$ cat config.mk
export PLATFORM = sky130hd
export DESIGN_NAME = maddsub_sequencer_flat
export DESIGN_NICKNAME = d
export VERILOG_FILES = /design/src/rtl/maddsub_sequencer_pkg.sv /design/src/rtl/maddsub_sequencer_if.sv /design/src/rtl/maddsub_sequencer.sv /design/src/flat_wrapper.sv
export SDC_FILE = /design/constraint.sdc
export NUM_CORES = 1
export LEC_CHECK = 0
export CAP_MARGIN = 20
export CORE_MARGIN = 1.5
export CORE_UTILIZATION = 30
export CTS_CLUSTER_DIAMETER = 100
export DETAILED_ROUTE_END_ITERATION = 6
export GPL_ROUTABILITY_DRIVEN = 0
export PLACE_DENSITY = 0.81
export RECOVER_POWER = 25
export SYNTH_ARGS = -nofsm -noshare
export SYNTH_HDL_FRONTEND = slang
export SYNTH_SLANG_ARGS = --single-unit
$ cat constraint.sdc
create_clock -name clock -period 3 [get_ports clock]
set_clock_uncertainty 0.15 [all_clocks]
set_input_delay 0.45 -clock clock [delete_from_list [all_inputs] [get_ports clock]]
set_output_delay 0.45 -clock clock [all_outputs]
set_load 0.05 [all_outputs]
$ cat src/rtl/maddsub_sequencer_pkg.sv
// Shared encodings for the MULT/MADD/MSUB sequencer: op codes, one-hot FSM
// states and the op-to-slice-control decode.
package maddsub_sequencer_pkg;

  localparam logic [1:0] OP_MULT = 2'b00;
  localparam logic [1:0] OP_MADD = 2'b01;
  localparam logic [1:0] OP_MSUB = 2'b10;
  localparam logic [1:0] OP_RSVD = 2'b11;

  typedef enum logic [5:0] {
    ST_IDLE   = 6'b000001,
    ST_MUL    = 6'b000010,
    ST_LOAD   = 6'b000100,
    ST_SUM_LO = 6'b001000,
    ST_SUM_HI = 6'b010000,
    ST_DONE   = 6'b100000
  } state_e;

  typedef struct packed {
    logic c_zero;
    logic subtract;
  } op_ctl_t;

  // The reserved encoding falls into the MULT arm.
  function automatic op_ctl_t decode_op(input logic [1:0] op);
    op_ctl_t ctl;
    case (op)
      OP_MADD: ctl = '{c_zero: 1'b0, subtract: 1'b0};
      OP_MSUB: ctl = '{c_zero: 1'b0, subtract: 1'b1};
      default: ctl = '{c_zero: 1'b1, subtract: 1'b0};
    endcase
    return ctl;
  endfunction

endpackage

$ cat src/rtl/maddsub_sequencer_if.sv
// Request/response handshake between the MULT/MADD/MSUB issue point, the
// sequencer and the HI/LO write-back.
interface maddsub_sequencer_if;

  logic        req_valid;
  logic        req_ready;
  logic [1:0]  req_op;
  logic        req_sign;
  logic        abort;
  logic        resp_valid;
  logic        resp_ready;
  logic [63:0] resp_result;

  modport slave (
    input  req_valid, req_op, req_sign, abort, resp_ready,
    output req_ready, resp_valid, resp_result
  );

  modport master (
    output req_valid, req_op, req_sign, abort, resp_ready,
    input  req_ready, resp_valid, resp_result
  );

endinterface

$ cat src/rtl/maddsub_sequencer.sv
// Walks one multiply / multiply-accumulate through the multiplier and the
// low (47:0) and high (63:48) add/sub slices, then hands the 64-bit result on.
module maddsub_sequencer
  import maddsub_sequencer_pkg::*;
#(
  parameter int MUL_LAT = 2
) (
  input  logic                      clock,
  input  logic                      reset_n,
  maddsub_sequencer_if.slave        bus,
  output logic                      mul_ce,
  output logic                      c_zero,
  output logic                      subtract,
  output logic                      sign,
  output logic                      lo_ceb,
  output logic                      lo_cec,
  output logic                      lo_ceopmode,
  output logic                      lo_cep,
  output logic                      hi_ceb,
  output logic                      hi_cec,
  output logic                      hi_ceopmode,
  output logic                      hi_cep,
  output logic                      hi_carryin,
  input  logic [48:0]               lo_sum,
  input  logic [16:0]               hi_sum
);

  localparam int                CNT_W    = (MUL_LAT > 1) ? $clog2(MUL_LAT) : 1;
  localparam logic [CNT_W-1:0]  CNT_INIT = CNT_W'(MUL_LAT - 1);
  localparam logic [CNT_W-1:0]  CNT_ZERO = CNT_W'(0);
  localparam logic [CNT_W-1:0]  CNT_ONE  = CNT_W'(1);

  state_e           state_q;
  logic [CNT_W-1:0] cnt_q;
  logic             req_ready_q;
  logic             resp_valid_q;
  logic             mul_q;
  logic             load_q;
  logic             sum_lo_q;
  logic             sum_hi_q;
  logic             c_zero_q;
  logic             subtract_q;
  logic             sign_q;

  logic             accept_s;
  logic             ce_gate_s;
  op_ctl_t          req_ctl_s;
  logic             unused_hi_msb_s;

  assign accept_s  = (state_q == ST_IDLE) & req_ready_q & bus.req_valid & ~bus.abort;
  assign ce_gate_s = ~bus.abort;
  assign req_ctl_s = decode_op(bus.req_op);

  // Sequencer FSM; every control it produces is held in a flop of its own.
  always_ff @(posedge clock or negedge reset_n) begin
    if (!reset_n) begin
      state_q      <= ST_IDLE;
      cnt_q        <= CNT_ZERO;
      req_ready_q  <= 1'b0;
      resp_valid_q <= 1'b0;
      mul_q        <= 1'b0;
      load_q       <= 1'b0;
      sum_lo_q     <= 1'b0;
      sum_hi_q     <= 1'b0;
      c_zero_q     <= 1'b0;
      subtract_q   <= 1'b0;
      sign_q       <= 1'b0;
    end else if (bus.abort && (state_q != ST_IDLE)) begin
      // A flush drops whatever is in flight, including an unaccepted response.
      state_q      <= ST_IDLE;
      cnt_q        <= CNT_ZERO;
      req_ready_q  <= 1'b1;
      resp_valid_q <= 1'b0;
      mul_q        <= 1'b0;
      load_q       <= 1'b0;
      sum_lo_q     <= 1'b0;
      sum_hi_q     <= 1'b0;
    end else begin
      case (state_q)
        ST_IDLE: begin
          if (accept_s) begin
            state_q     <= ST_MUL;
            cnt_q       <= CNT_INIT;
            req_ready_q <= 1'b0;
            mul_q       <= 1'b1;
            c_zero_q    <= req_ctl_s.c_zero;
            subtract_q  <= req_ctl_s.subtract;
            sign_q      <= bus.req_sign;
          end else begin
            req_ready_q <= 1'b1;
          end
        end
        ST_MUL: begin
          if (cnt_q == CNT_ZERO) begin
            state_q <= ST_LOAD;
            mul_q   <= 1'b0;
            load_q  <= 1'b1;
          end else begin
            cnt_q   <= cnt_q - CNT_ONE;
          end
        end
        ST_LOAD: begin
          state_q  <= ST_SUM_LO;
          load_q   <= 1'b0;
          sum_lo_q <= 1'b1;
        end
        ST_SUM_LO: begin
          state_q  <= ST_SUM_HI;
          sum_lo_q <= 1'b0;
          sum_hi_q <= 1'b1;
        end
        ST_SUM_HI: begin
          state_q      <= ST_DONE;
          sum_hi_q     <= 1'b0;
          resp_valid_q <= 1'b1;
        end
        ST_DONE: begin
          if (bus.resp_ready) begin
            state_q      <= ST_IDLE;
            resp_valid_q <= 1'b0;
            req_ready_q  <= 1'b1;
          end else begin
            state_q      <= ST_DONE;
          end
        end
        default: begin
          state_q      <= ST_IDLE;
          cnt_q        <= CNT_ZERO;
          req_ready_q  <= 1'b1;
          resp_valid_q <= 1'b0;
          mul_q        <= 1'b0;
          load_q       <= 1'b0;
          sum_lo_q     <= 1'b0;
          sum_hi_q     <= 1'b0;
        end
      endcase
    end
  end

  // The accept cycle already clocks the multiplier; abort masks every enable at once.
  assign mul_ce      = (accept_s | mul_q) & ce_gate_s;
  assign lo_ceb      = load_q   & ce_gate_s;
  assign lo_cec      = load_q   & ce_gate_s;
  assign lo_ceopmode = load_q   & ce_gate_s;
  assign hi_ceb      = load_q   & ce_gate_s;
  assign hi_cec      = load_q   & ce_gate_s;
  assign hi_ceopmode = load_q   & ce_gate_s;
  assign lo_cep      = sum_lo_q & ce_gate_s;
  assign hi_cep      = sum_hi_q & ce_gate_s;

  // Low P register bit 48 is carry for add and borrow for subtract alike.
  assign hi_carryin  = sum_hi_q & lo_sum[48];

  assign c_zero      = c_zero_q;
  assign subtract    = subtract_q;
  assign sign        = sign_q;

  assign bus.req_ready   = req_ready_q;
  assign bus.resp_valid  = resp_valid_q;
  assign bus.resp_result = {hi_sum[15:0], lo_sum[47:0]};

  // Overflow out of bit 63 is discarded.
  assign unused_hi_msb_s = hi_sum[16];

endmodule
$ cat src/flat_wrapper.sv
// flat-port wrapper written by rule: the top's interface ports become plain ports
module maddsub_sequencer_flat import maddsub_sequencer_pkg::*;
#(
  parameter int MUL_LAT = 2
)
  (clock, reset_n, mul_ce, c_zero, subtract, sign, lo_ceb, lo_cec, lo_ceopmode, lo_cep, hi_ceb, hi_cec, hi_ceopmode, hi_cep, hi_carryin, lo_sum, hi_sum, bus_req_valid, bus_req_op, bus_req_sign, bus_abort, bus_resp_ready, bus_req_ready, bus_resp_valid, bus_resp_result);
  maddsub_sequencer_if bus_i ();
  input  logic clock;
  input  logic reset_n;
  output logic mul_ce;
  output logic c_zero;
  output logic subtract;
  output logic sign;
  output logic lo_ceb;
  output logic lo_cec;
  output logic lo_ceopmode;
  output logic lo_cep;
  output logic hi_ceb;
  output logic hi_cec;
  output logic hi_ceopmode;
  output logic hi_cep;
  output logic hi_carryin;
  input  logic [48:0] lo_sum;
  input  logic [16:0] hi_sum;
  input wire logic [$bits(bus_i.req_valid)-1:0] bus_req_valid;
  input wire logic [$bits(bus_i.req_op)-1:0] bus_req_op;
  input wire logic [$bits(bus_i.req_sign)-1:0] bus_req_sign;
  input wire logic [$bits(bus_i.abort)-1:0] bus_abort;
  input wire logic [$bits(bus_i.resp_ready)-1:0] bus_resp_ready;
  output wire logic [$bits(bus_i.req_ready)-1:0] bus_req_ready;
  output wire logic [$bits(bus_i.resp_valid)-1:0] bus_resp_valid;
  output wire logic [$bits(bus_i.resp_result)-1:0] bus_resp_result;
  assign bus_i.req_valid = bus_req_valid;
  assign bus_i.req_op = bus_req_op;
  assign bus_i.req_sign = bus_req_sign;
  assign bus_i.abort = bus_abort;
  assign bus_i.resp_ready = bus_resp_ready;
  assign bus_req_ready = bus_i.req_ready;
  assign bus_resp_valid = bus_i.resp_valid;
  assign bus_resp_result = bus_i.resp_result;
  maddsub_sequencer #(.MUL_LAT(MUL_LAT)) u_core (.clock(clock), .reset_n(reset_n), .bus(bus_i), .mul_ce(mul_ce), .c_zero(c_zero), .subtract(subtract), .sign(sign), .lo_ceb(lo_ceb), .lo_cec(lo_cec), .lo_ceopmode(lo_ceopmode), .lo_cep(lo_cep), .hi_ceb(hi_ceb), .hi_cec(hi_cec), .hi_ceopmode(hi_ceopmode), .hi_cep(hi_cep), .hi_carryin(hi_carryin), .lo_sum(lo_sum), .hi_sum(hi_sum));
endmodule
### Yosys cells after proc, flatten, opt, wreduce, memory -nomap -nowiden

Cells that the tools add are included.

* register bits: 16
* bits in latches: 0
* RAM bits: 0
* memory bits (read-only): 0
* output and inout port bits: 79
* word-level logic and storage cells: 82
* memories: 0

* $add $sub $neg: 1
* $mul: 0
* divide/modulo/power cells: 0
* $lt $le $gt $ge: 0
* eq/ne operators: 18
* shifts and indexed selects: 0
* muxes and demuxes: 27
* bitwise operators: 11
* reduce and logical (&&, ||, !) cells: 14

Operators by type and width (number)
* 6-bit one-hot mux with 6 select lines: 1
* 6-bit two-way mux: 4
* 4-bit OR reduction: 6
* 1-bit two-way mux: 14
* 2-bit by 1-bit != test with 1-bit output, second input constant: 6
* 1-bit one-hot mux with 3 select lines: 4
* 2-bit AND reduction: 5
* 1-bit AND: 8
* 6-bit by 1-bit equality test with 1-bit output, second input constant: 1
* 6-bit by 2-bit equality test with 1-bit output, second input constant: 1
* 6-bit by 3-bit equality test with 1-bit output, second input constant: 1
* 6-bit by 4-bit equality test with 1-bit output, second input constant: 1
* 6-bit by 5-bit equality test with 1-bit output, second input constant: 1
* 6-bit equality test, second input constant: 1
* 3-bit by 2-bit != test with 1-bit output, second input constant: 2
* 6-bit by 1-bit != test with 1-bit output, second input constant: 1
* 1-bit one-hot mux with 2 select lines: 3
* 3-bit AND reduction: 2
* 2-bit one-hot mux with 2 select lines: 1
* 3-bit != test, second input constant: 1
* 2-bit by 1-bit equality test with 1-bit output, second input constant: 1
* 2-bit equality test, second input constant: 1
* 1-bit inverter: 2
* 1-bit logical AND: 1
* 2 further kinds: 2

### Logic depth before layout (Yosys ltp)

* depth after elaboration: 7
* depth in mapped cells: 6
* mapped depth without buffers: 4

### Worst setup path after synthesis

No wires, ideal clock.

* path type: flip-flop to output port
* start point: register u_core.state_q[0]
* end point: output port mul_ce
* arrival time: 2.123 ns
* data required time: 2.400 ns
* slack: 0.277 ns
* stages on the path, launching flop included: 5
* cell sequence: dfstp_2 -> or3b_2 -> or4_4 -> buf_6 -> o21ai_0

* word-level cells in the longest chain between the ends: 6

RTL lines
* from (decl): RTL line maddsub_sequencer.sv:33 `state_e state_q;`
* from (signal assigned): RTL line maddsub_sequencer.sv:57 `state_q <= ST_IDLE;`
* from (signal assigned): RTL line maddsub_sequencer.sv:70 `state_q <= ST_IDLE;`
* from (signal assigned): RTL line maddsub_sequencer.sv:82 `state_q <= ST_MUL;`
* 6-bit by 1-bit equality test with 1-bit output: RTL line maddsub_sequencer.sv:50 `assign accept_s = (state_q == ST_IDLE) & req_ready_q & bus.req_valid & ~bus.abort;`
* 1-bit AND (3 in a row): RTL line maddsub_sequencer.sv:50
* 1-bit OR: RTL line maddsub_sequencer.sv:141 `assign mul_ce = (accept_s | mul_q) & ce_gate_s;`
* 1-bit AND: RTL line maddsub_sequencer.sv:141
* to (decl): RTL line flat_wrapper.sv:10 `output logic mul_ce;`

No other way between the ends.

### Worst setup path in the final report

Same ends and word-level chain as after synthesis.

==> metrics.txt <==
largest cells by area after synthesis=buf_4 34%, dfrtp_1 25%, nand2_1 3.4%, o21ai_0 3.0%, nor2_1 3.0%; Slew headroom=0.524; Die Ht=~74 um; Clk pin slew, worst setup/hold paths=0.07 ns; largest net degree at the start of global routing=17; Synth Area in Simple Gates=0.211; final setup violation count=0; Final Critical Period=around 2.9 ns; DR vias=about 980; Initial Util=0.317; PostCTS Resize Cnt=0; Hold WC Path Type=reg2reg; final global-route overflow total=0; drt total wl=2970 um; Slowest-stage cell, CP=dfstp_2; Initial DRC Count=roughly 140; Buf/Inv on CP=1; most numerous cell in the Yosys netlist=buf_4; Syn Inst Count=188; GR Util All Layers=0.110; total core area=about 4800 um2; startpoint types=flip-flop; placed cells=between 200 and 250; post-synthesis mux area share=0; Placed Area=between 1000 and 1500 um2; CTS tree=done; main combinational cell family by area after synthesis=buffers and inverters; Max-Cap Viols=0; CTS Buf Count=3; post-synthesis xor/xnor area fraction=0.0172; CP arrival=approximately 2.3 ns; Post-synth top cells=69 x buf_4, 15 x dfrtp_1, 14 x nand2_1; Compound-Gate Fraction of Synth Area=0.111; hold buffer count at cts=0; worst-margin pin slew=roughly 0.7 ns; Clock Tree Root=clkbuf_8; area delta synth->final=-12.0%; Syn Nets=roughly 260; area leader, netlist=buf_4; Fmax=0.340 GHz; number of synthesized flops with an enable pin=0; Synth top area share=0.340; Final ANT Viol Nets=0; IO buf count=23; outcome=finished, final reports clean; Final Hold Vio Count=0; Cell variety after synth=40; top_reg_cell synth=dfrtp_1; first-pass GRT wire length=4640 um; final instance area=~1300 um2; Cell Area, Synth=approximately 1500 um2; ANT cells=0; Crit path max-delay family=simple AND/OR/NAND/NOR gates; crit end category=primary output; Pre-antenna DRT Iters=4; required time worst endpoint=around 2.4 ns; Crit path largest cell delay=approximately 0.64 ns; Max clock buf depth=2; average cell area after synthesis=roughly 8 um2; Remaining DRCs=0; antenna violations before repair=0; cell area power density=between 500 and 600 nW/um2; Total Power=a little over 0.7 mW; max-slew violation count=0; critical path class=reg2out; RSZ-0062 raised after global routing=no; vias in the first global route=879; num ports=153; adder-cell share of the synthesized area=0.00820; flops & latches, synth=16; period utilisation layout=0.979; synthesis warning total=0; critical path fanouts, max=11; share of layout cells above drive strength 1=0.170; DP HPWL=approximately 2300 um; Die W=between 70 and 80 um; WL/cell=between 10 and 15 um; FFs w/ async S/R, synth=1.00; final std cells w/o fill=between 200 and 250; post-synthesis sequential area ratio=0.263; Final TNS setup=0 ns; final hold slack=roughly 0.33 ns; via/cell ratio=roughly 4.7; H-tree depth=1; Die Area=about 5500 um2; CTS Sinks=16; critical path cell sequence=or3b_2 -> or4_4 -> o21ai_0 -> buf_12; Fill cells=between 500 and 600; num rows=25; worst skew pair latency=~0.26 ns; Final nets=between 200 and 250; postcts setup bufs=0; peak supply drop=between 150 and 200 uV; P_leak=between 0.6 and 0.7 nW
## area by class of cell
| type | instances | area (um2) | area share |
|---|---|---|---|
| clock buffers | 4 | 55.1 | 0.0410 |
| repair buffers | 26 | 243 | 0.181 |
| flip-flops and latches | 16 | 402 | 0.299 |
| inverters | 8 | 30.0 | 0.0224 |
| well taps | 67 | 83.8 | 0.0624 |
| multi-input cells | 87 | 529 | 0.394 |
## kinds of logic (layout without fill, tap and decap cells)
group,count (synthesis),after routing
compound gates,25,25
xor+xnor,3,3
fa+ha+maj,1,1
buf+inv,85,38
flops,16,16
simple gates,58,58
## through the flow
step                      setup WS [ns]   util
after floorplan                   0.277      -
after global placement            0.373  0.267
after detailed placement          0.350  0.267
after CTS                        0.0653  0.279
after global routing            0.00258  0.279
final                            0.0618  0.279
## layer usage
metal / GRT usage / vias to the layer above / routed length, um / share of wire
met5: 0 / - / 0 / 0
met4: 0.0606 / 0 / 85 / 0.029
met3: 0.0339 / 17 / 226 / 0.076
met2: 0.168 / 43 / 1460 / 0.49
met1: 0.138 / 458 / 1200 / 0.40
li1: - / 464 / - / -
## registers in the layout, indices dropped and copies added (netlist names)
name,cells
u_core.bus.resp_valid,1
u_core.mul_q,1
u_core.c_zero,1
u_core.sum_lo_q,1
u_core.sum_hi_q,1
u_core.subtract,1
u_core.bus.req_ready,1
u_core.cnt_q,1
u_core.sign,1
u_core.state_q,6
u_core.load_q,1
## worst paths after layout
path	startpoint	endpoint	slack, ns	cells past startpoint
max	u_core.state_q[0]	mul_ce	0.06	4
min	u_core.sign	u_core.sign	0.33	2
max in group asynchronous	reset_n	u_core.bus.resp_valid	1.78	1
min in group asynchronous	reset_n	u_core.load_q	0.47	1
min reg2reg	u_core.sign	u_core.sign	0.33	2
max reg2reg	u_core.state_q[0]	u_core.sum_hi_q	0.71	4
## placed cells by master (no fill, tap or decap), types with 2 or more instances in the layout
| cell type | instances |
|---|---|
| a21oi_1 | 6 |
| a221oi_1 | 2 |
| and2_1 | 3 |
| buf_4 | 11 |
| clkbuf_8 | 4 |
| clkdlybuf4s50_1 | 14 |
| dfrtp_1 | 15 |
| inv_1 | 8 |
| nand2_1 | 14 |
| nand3_1 | 6 |
| nand4_1 | 2 |
| nor2_1 | 12 |
| nor2b_1 | 4 |
| nor3_1 | 3 |
| nor3b_1 | 2 |
| o21ai_0 | 9 |
| xor2_1 | 3 |
## tightest hold or removal path, delay by kind of cell (launching register included)
kind | cells | cell delay [ns]
simple gates | 2 | 0.11
flops | 1 | 0.34
## where the power goes
part           switching, mW  leakage [nW]  internal (mW)
clock network         0.0815        0.0288          0.117
registers             0.0190         0.208          0.240
logic                  0.167         0.364         0.0834
(Power assumes the default switching activity.)
